<file path="src/rtl/smbus_mailbox_pkg.sv">
// Shared definitions for the SMBus mailbox: drain FSM states, word geometry,
// FIFO depth and a byte-lane insert helper used by the drain engine.
package smbus_mailbox_pkg;

   localparam int MAILBOX_WORD_BYTES = 4;
   localparam int MAILBOX_WORD_W     = 8 * MAILBOX_WORD_BYTES;
   localparam int MAILBOX_FIFO_DEPTH = 1023;

   typedef enum logic [2:0] {
      DRAIN_IDLE,
      DRAIN_READ,
      DRAIN_FLUSH,
      DRAIN_PRESENT,
      DRAIN_DONE
   } drain_state_e;

   // Writes one byte into the given little-endian lane of a word.
   function automatic logic [MAILBOX_WORD_W-1:0] insert_byte(
      input logic [MAILBOX_WORD_W-1:0] word,
      input logic [1:0]                lane,
      input logic [7:0]                data
   );
      logic [MAILBOX_WORD_W-1:0] r;
      r = word;
      r[8*lane +: 8] = data;
      return r;
   endfunction

endpackage

</file>
<file path="src/rtl/mailbox_fifo_drain.sv">
// Read-side drain engine for the mailbox byte FIFO. Dequeues byte_count
// bytes, packs them little-endian into 32-bit words and offers each word on
// a valid/ready stream. The FIFO has no empty flag, so the remaining byte
// count is tracked here and no dequeue is ever issued past it.
module mailbox_fifo_drain
   import smbus_mailbox_pkg::*;
#(
   parameter int BYTE_COUNT_WIDTH = 10
) (
   input  logic                        clk,
   input  logic                        reset,
   input  logic                        start,
   input  logic [BYTE_COUNT_WIDTH-1:0] byte_count,
   input  logic                        abort,
   output logic                        busy,
   output logic                        done,
   output logic                        fifo_dequeue,
   input  logic [7:0]                  fifo_data,
   output logic [31:0]                 out_data,
   output logic                        out_valid,
   output logic                        out_last,
   input  logic                        out_ready
);

   localparam logic [1:0] LAST_LANE = 2'(MAILBOX_WORD_BYTES - 1);
   localparam logic [BYTE_COUNT_WIDTH-1:0] ONE_BYTE = BYTE_COUNT_WIDTH'(1);

   drain_state_e                state_q, state_d;
   logic [BYTE_COUNT_WIDTH-1:0] remaining_q, remaining_d;
   logic [1:0]                  lane_q, lane_d;
   logic                        cap_vld_q, cap_vld_d;
   logic [1:0]                  cap_lane_q, cap_lane_d;
   logic [MAILBOX_WORD_W-1:0]   word_q, word_d;

   assign out_data = word_q;

   // Next-state, counter, capture and output decode; abort/reset override all.
   always_comb begin
      state_d      = state_q;
      remaining_d  = remaining_q;
      lane_d       = lane_q;
      cap_vld_d    = 1'b0;
      cap_lane_d   = cap_lane_q;
      word_d       = word_q;
      busy         = 1'b0;
      done         = 1'b0;
      fifo_dequeue = 1'b0;
      out_valid    = 1'b0;
      out_last     = 1'b0;

      // A byte dequeued last cycle is on fifo_data now; drop it into its lane.
      if (cap_vld_q) begin
         word_d = insert_byte(word_q, cap_lane_q, fifo_data);
      end

      case (state_q)
         DRAIN_IDLE: begin
            if (start) begin
               if (byte_count != '0) begin
                  state_d     = DRAIN_READ;
                  remaining_d = byte_count;
                  lane_d      = '0;
                  word_d      = '0;
               end else begin
                  state_d     = DRAIN_DONE;
                  remaining_d = '0;
               end
            end
         end

         DRAIN_READ: begin
            busy = 1'b1;
            if (remaining_q != '0) begin
               fifo_dequeue = 1'b1;
               cap_vld_d    = 1'b1;
               cap_lane_d   = lane_q;
               lane_d       = lane_q + 2'd1;
               remaining_d  = remaining_q - ONE_BYTE;
            end
            // Leave after the fourth lane or the last byte of the transfer.
            if (lane_q == LAST_LANE || remaining_q <= ONE_BYTE) begin
               state_d = DRAIN_FLUSH;
            end
         end

         DRAIN_FLUSH: begin
            busy    = 1'b1;
            lane_d  = '0;
            state_d = DRAIN_PRESENT;
         end

         DRAIN_PRESENT: begin
            busy      = 1'b1;
            out_valid = 1'b1;
            out_last  = (remaining_q == '0);
            if (out_ready) begin
               word_d = '0;
               lane_d = '0;
               if (remaining_q != '0) begin
                  state_d = DRAIN_READ;
               end else begin
                  state_d = DRAIN_DONE;
               end
            end
         end

         DRAIN_DONE: begin
            done    = 1'b1;
            state_d = DRAIN_IDLE;
         end

         default: begin
            state_d = DRAIN_IDLE;
         end
      endcase

      // Abort/reset: stop touching the FIFO this cycle, drop any in-flight
      // byte and return everything to the idle values next cycle.
      if (abort || reset) begin
         state_d      = DRAIN_IDLE;
         remaining_d  = '0;
         lane_d       = '0;
         cap_vld_d    = 1'b0;
         cap_lane_d   = '0;
         word_d       = '0;
         fifo_dequeue = 1'b0;
         out_valid    = 1'b0;
         out_last     = 1'b0;
      end
   end

   // State, counters and word register with synchronous reset.
   always_ff @(posedge clk) begin
      if (reset) begin
         state_q     <= DRAIN_IDLE;
         remaining_q <= '0;
         lane_q      <= '0;
         cap_vld_q   <= 1'b0;
         cap_lane_q  <= '0;
         word_q      <= '0;
      end else begin
         state_q     <= state_d;
         remaining_q <= remaining_d;
         lane_q      <= lane_d;
         cap_vld_q   <= cap_vld_d;
         cap_lane_q  <= cap_lane_d;
         word_q      <= word_d;
      end
   end

endmodule

</file>
<file path="config.mk">
export PLATFORM = sky130hd
export DESIGN_NAME = mailbox_fifo_drain
export DESIGN_NICKNAME = d
export VERILOG_FILES = /design/src/rtl/smbus_mailbox_pkg.sv /design/src/rtl/mailbox_fifo_drain.sv
export SDC_FILE = /design/constraint.sdc
export NUM_CORES = 1
export LEC_CHECK = 0
export BUFFER_PORTS_ARGS = -buffer_cell sky130_fd_sc_hd__buf_2
export CORE_AREA = 2 2 69 71
export CTS_BUF_LIST = sky130_fd_sc_hd__clkbuf_4 sky130_fd_sc_hd__clkbuf_8
export CTS_CLUSTER_DIAMETER = 150
export DETAILED_ROUTE_END_ITERATION = 10
export DIE_AREA = 0 0 71 73
export HOLD_SLACK_MARGIN = 0.06
export PLACE_DENSITY_LB_ADDON = 0.3
export SYNTH_ARGS = -nofsm -noshare
export SYNTH_HDL_FRONTEND = slang
export SYNTH_SLANG_ARGS = --single-unit
</file>
<file path="constraint.sdc">
create_clock -name clk -period 2.2 [get_ports clk]
set_input_delay 0.11 -clock clk [delete_from_list [all_inputs] [get_ports clk]]
set_output_delay 0.11 -clock clk [all_outputs]
set_load 0.005 [all_outputs]
</file>
==> flow_summary_export.csv <==
group,metric,value,unit
detailed_routing,drcViolationCount,0,
detailed_routing,vias_per_cell,5.95,
timing,fin_crit_sh,0.933,
timing,final.min_clock_period,2.05,ns
detailed_routing,wl,6020,um
clocking,clk_pin_slew_worst_paths,0.10,ns
global_routing,grtUsageTotal,0.239,
layout,multi_input_area,1290,sq um
clocking,insertion_delay,0.31,ns
floorplanning,row_count,25,
critical_path,slowest_stage,"or3b_1",
logic_synthesis,synth_cell_types,46,
logic_synthesis,synth_edf_count,0,
critical_path,crit_required,2.09,ns
clocking,cts_sinks,50,
timing,worst_pin_slew,0.632,ns
min_path,min_path_type,"primary input to flip-flop",
floorplanning,die_w,71,um
critical_path,cp_max_fo,11,
timing,max_freq,0.487,GHz
timing,setup_viol_count_final,0,
clocking,h-tree-depth,2,
clocking,cts_tree,"yes",
power,total_power,0.00180,W
power,powerDensity,622,nW/um^2
timing,rsz0062_at_grt,"false",
logic_synthesis,synthArstFlopShare,0,
place,placed_area,2790,sq um
global_routing,grt_pass1_vias,2165,
floorplanning,die-area,5180,sq um
logic_synthesis,yosysMostFrequentCell,"dfxtp_1",
layout,layoutNonFillerInstCount,390,
layout,nets,367,
logic_synthesis,syn_nets,298,
timing,hold_viol_final,0,
timing,finClkSkew,0.00727,ns
global_routing,grt_pass1_wl,9940,um
critical_path,cp_cell_sequence,"or3b_1 -> a31o_1 -> nor2_1 -> buf_2",
detailed_routing,dr.pass1.iters,5,
layout,layout-drive-gt1-share,0.292,
logic_synthesis,netlist_top_cells_area,"dfxtp_1, a22oi_1, nor2_1",
flow_run,cap_violations,0,
global_routing,antenna_found_initial,0,
layout,final_area,2890,sq um
logic_synthesis,syn_avg_cell_area,8.94,sq um
min_path,hold_depth,3,
critical_path,r2r_cells,6,
place,io_buffer_count,59,
floorplanning,core_area,4540,sq um
clocking,cts_setup_buffers,0,
power,p_leak,1.19,nW
place,place.gp.congestion,0.873,
logic_synthesis,yosysTopAreaCell,"dfxtp_1",
logic_synthesis,yosys_register_bits,50,
layout,fillers,391,
logic_synthesis,netlist_instances,266,
critical_path,cp_slowest_stage_delay,0.54,ns
timing,tns,0,ns
layout,seq_area,1000,sq um
logic_synthesis,yosysTopAreaCellShare,0.421,
critical_path,worstSetupEndpointType,"output pin",
floorplanning,die_h,73,um
timing,fin_ws,0.148,ns
layout,n_antenna_cell,0,
place,placedCellCount,382,
detailed_routing,vias,2322,
global_routing,grt_max_degree,33,
status,status,"finished clean",
floorplanning,boundaryPins,60,
critical_path,crit_type,"flip-flop to output pin",
timing,final_max_slew_viol_count,0,
place,place_ws,0.129,ns
critical_path,critPathArrivalTime,1.94,ns
clocking,clockRootBuffer,"clkbuf_8",
critical_path,start_kind,"flip-flop",
global_routing,grt_overflow,0,
clocking,cts_buffers,5,
logic_synthesis,synthTopCellsByCount,"dfxtp_1, nor2_1, a22oi_1",
detailed_routing,drtAntennaViolNets,0,
floorplanning,initial_core_util,0.524,
logic_synthesis,ys_warn_count,0,
timing,maxSlewHeadroom,0.577,
logic_synthesis,ys.flop_type,"dfxtp_1",
detailed_routing,routedWlPerCell,15.4,um
detailed_routing,drtIter0Drc,194,
place,hpwl,4230,um
logic_synthesis,netlist_area,2380,sq um
clocking,ctsLongestPathBuffers,2,
logic_synthesis,yosysSeqAreaShare,0.421,
layout,syn2layout_area_growth,21.7,%
power,irDropWorstVdd,477,uV
worst max-delay path, delay by kind of cell (launching register included):
kind / cells / cell delay (ns)
simple gates: 2 / 0.68
buf+inv: 1 / 0.12
flops: 1 / 0.43
compound gates: 1 / 0.41
cells in the final DEF, fill, tap and decap left out, types with 6 or more instances in the layout:
master	instances
a21oi_1	14
a22oi_1	35
nand2_1	21
buf_4	16
ha_1	9
inv_1	7
dfxtp_1	50
buf_2	59
o21ai_0	6
nor2_1	45
worst paths after layout:
check	startpoint	end	slack [ns]
max	state_q[1]	fifo_dequeue	0.15
min	fifo_data[6]	out_data[30]	0.09
max reg2reg	remaining_q[0]	remaining_q[6]	0.24
min reg2reg	lane_q[1]	cap_lane_q[1]	0.50
per-stage QoR:
step	hold slack, ns	utilization
2_1_floorplan	0.258	-
3_3_place_gp	0.405	0.614
3_5_place_dp	0.411	0.614
4_1_cts	0.0813	0.635
5_1_grt	0.0894	0.638
6_report	0.0863	0.638
state kept, by name, indices dropped and copies added (netlist names):
| signal | flops |
|---|---|
| cap_lane_q | 2 |
| cap_vld_q | 1 |
| state_q | 3 |
| out_data | 32 |
| lane_q | 2 |
| remaining_q | 10 |
cell type report:
| type | count | area share |
|---|---|---|
| Clock buffer | 5 | 0.0238 |
| Inverter | 7 | 0.00908 |
| Multi-Input combinational cell | 196 | 0.445 |
| Tap cell | 54 | 0.0233 |
| Timing Repair Buffer | 75 | 0.144 |
| Clock inverter | 3 | 0.00908 |
| Sequential cell | 50 | 0.346 |
where the power goes:
group	total, W	leakage, nW	internal, W	switching, W
clock network	0.000578	0.0491	0.000235	0.000343
logic	0.000285	0.738	0.000118	0.000168
registers	0.000937	0.404	0.000918	0.0000190
total	0.00180	1.19	0.00127	0.000530
per-layer routing:
| metal | GRT usage | up-vias | routed length, um |
|---|---|---|---|
| met4 | 0.107 | 0 | 124 |
| met3 | 0.0442 | 11 | 435 |
| met1 | 0.339 | 1094 | 2730 |
| met2 | 0.356 | 88 | 2730 |
| li1 | - | 1129 | - |
| met5 | 0 | - | 0 |
kinds of logic after synthesis:
family,synth area share
AO/OA/AOI/OAI,0.254
XOR/XNOR,0.00368
adder cells (fa/ha/maj),0.0474
buffers and inverters,0.0463
flip-flops,0.421
AND/OR/NAND/NOR,0.228
what timing repair did:
item / CTS / global route
resized for setup: 0 / 2
hold buffers: 0 / 0
endpoints found under the setup margin: 0 / 6
endpoints found under the hold margin: 0 / 0
Power figures use the tool's default switching activity.
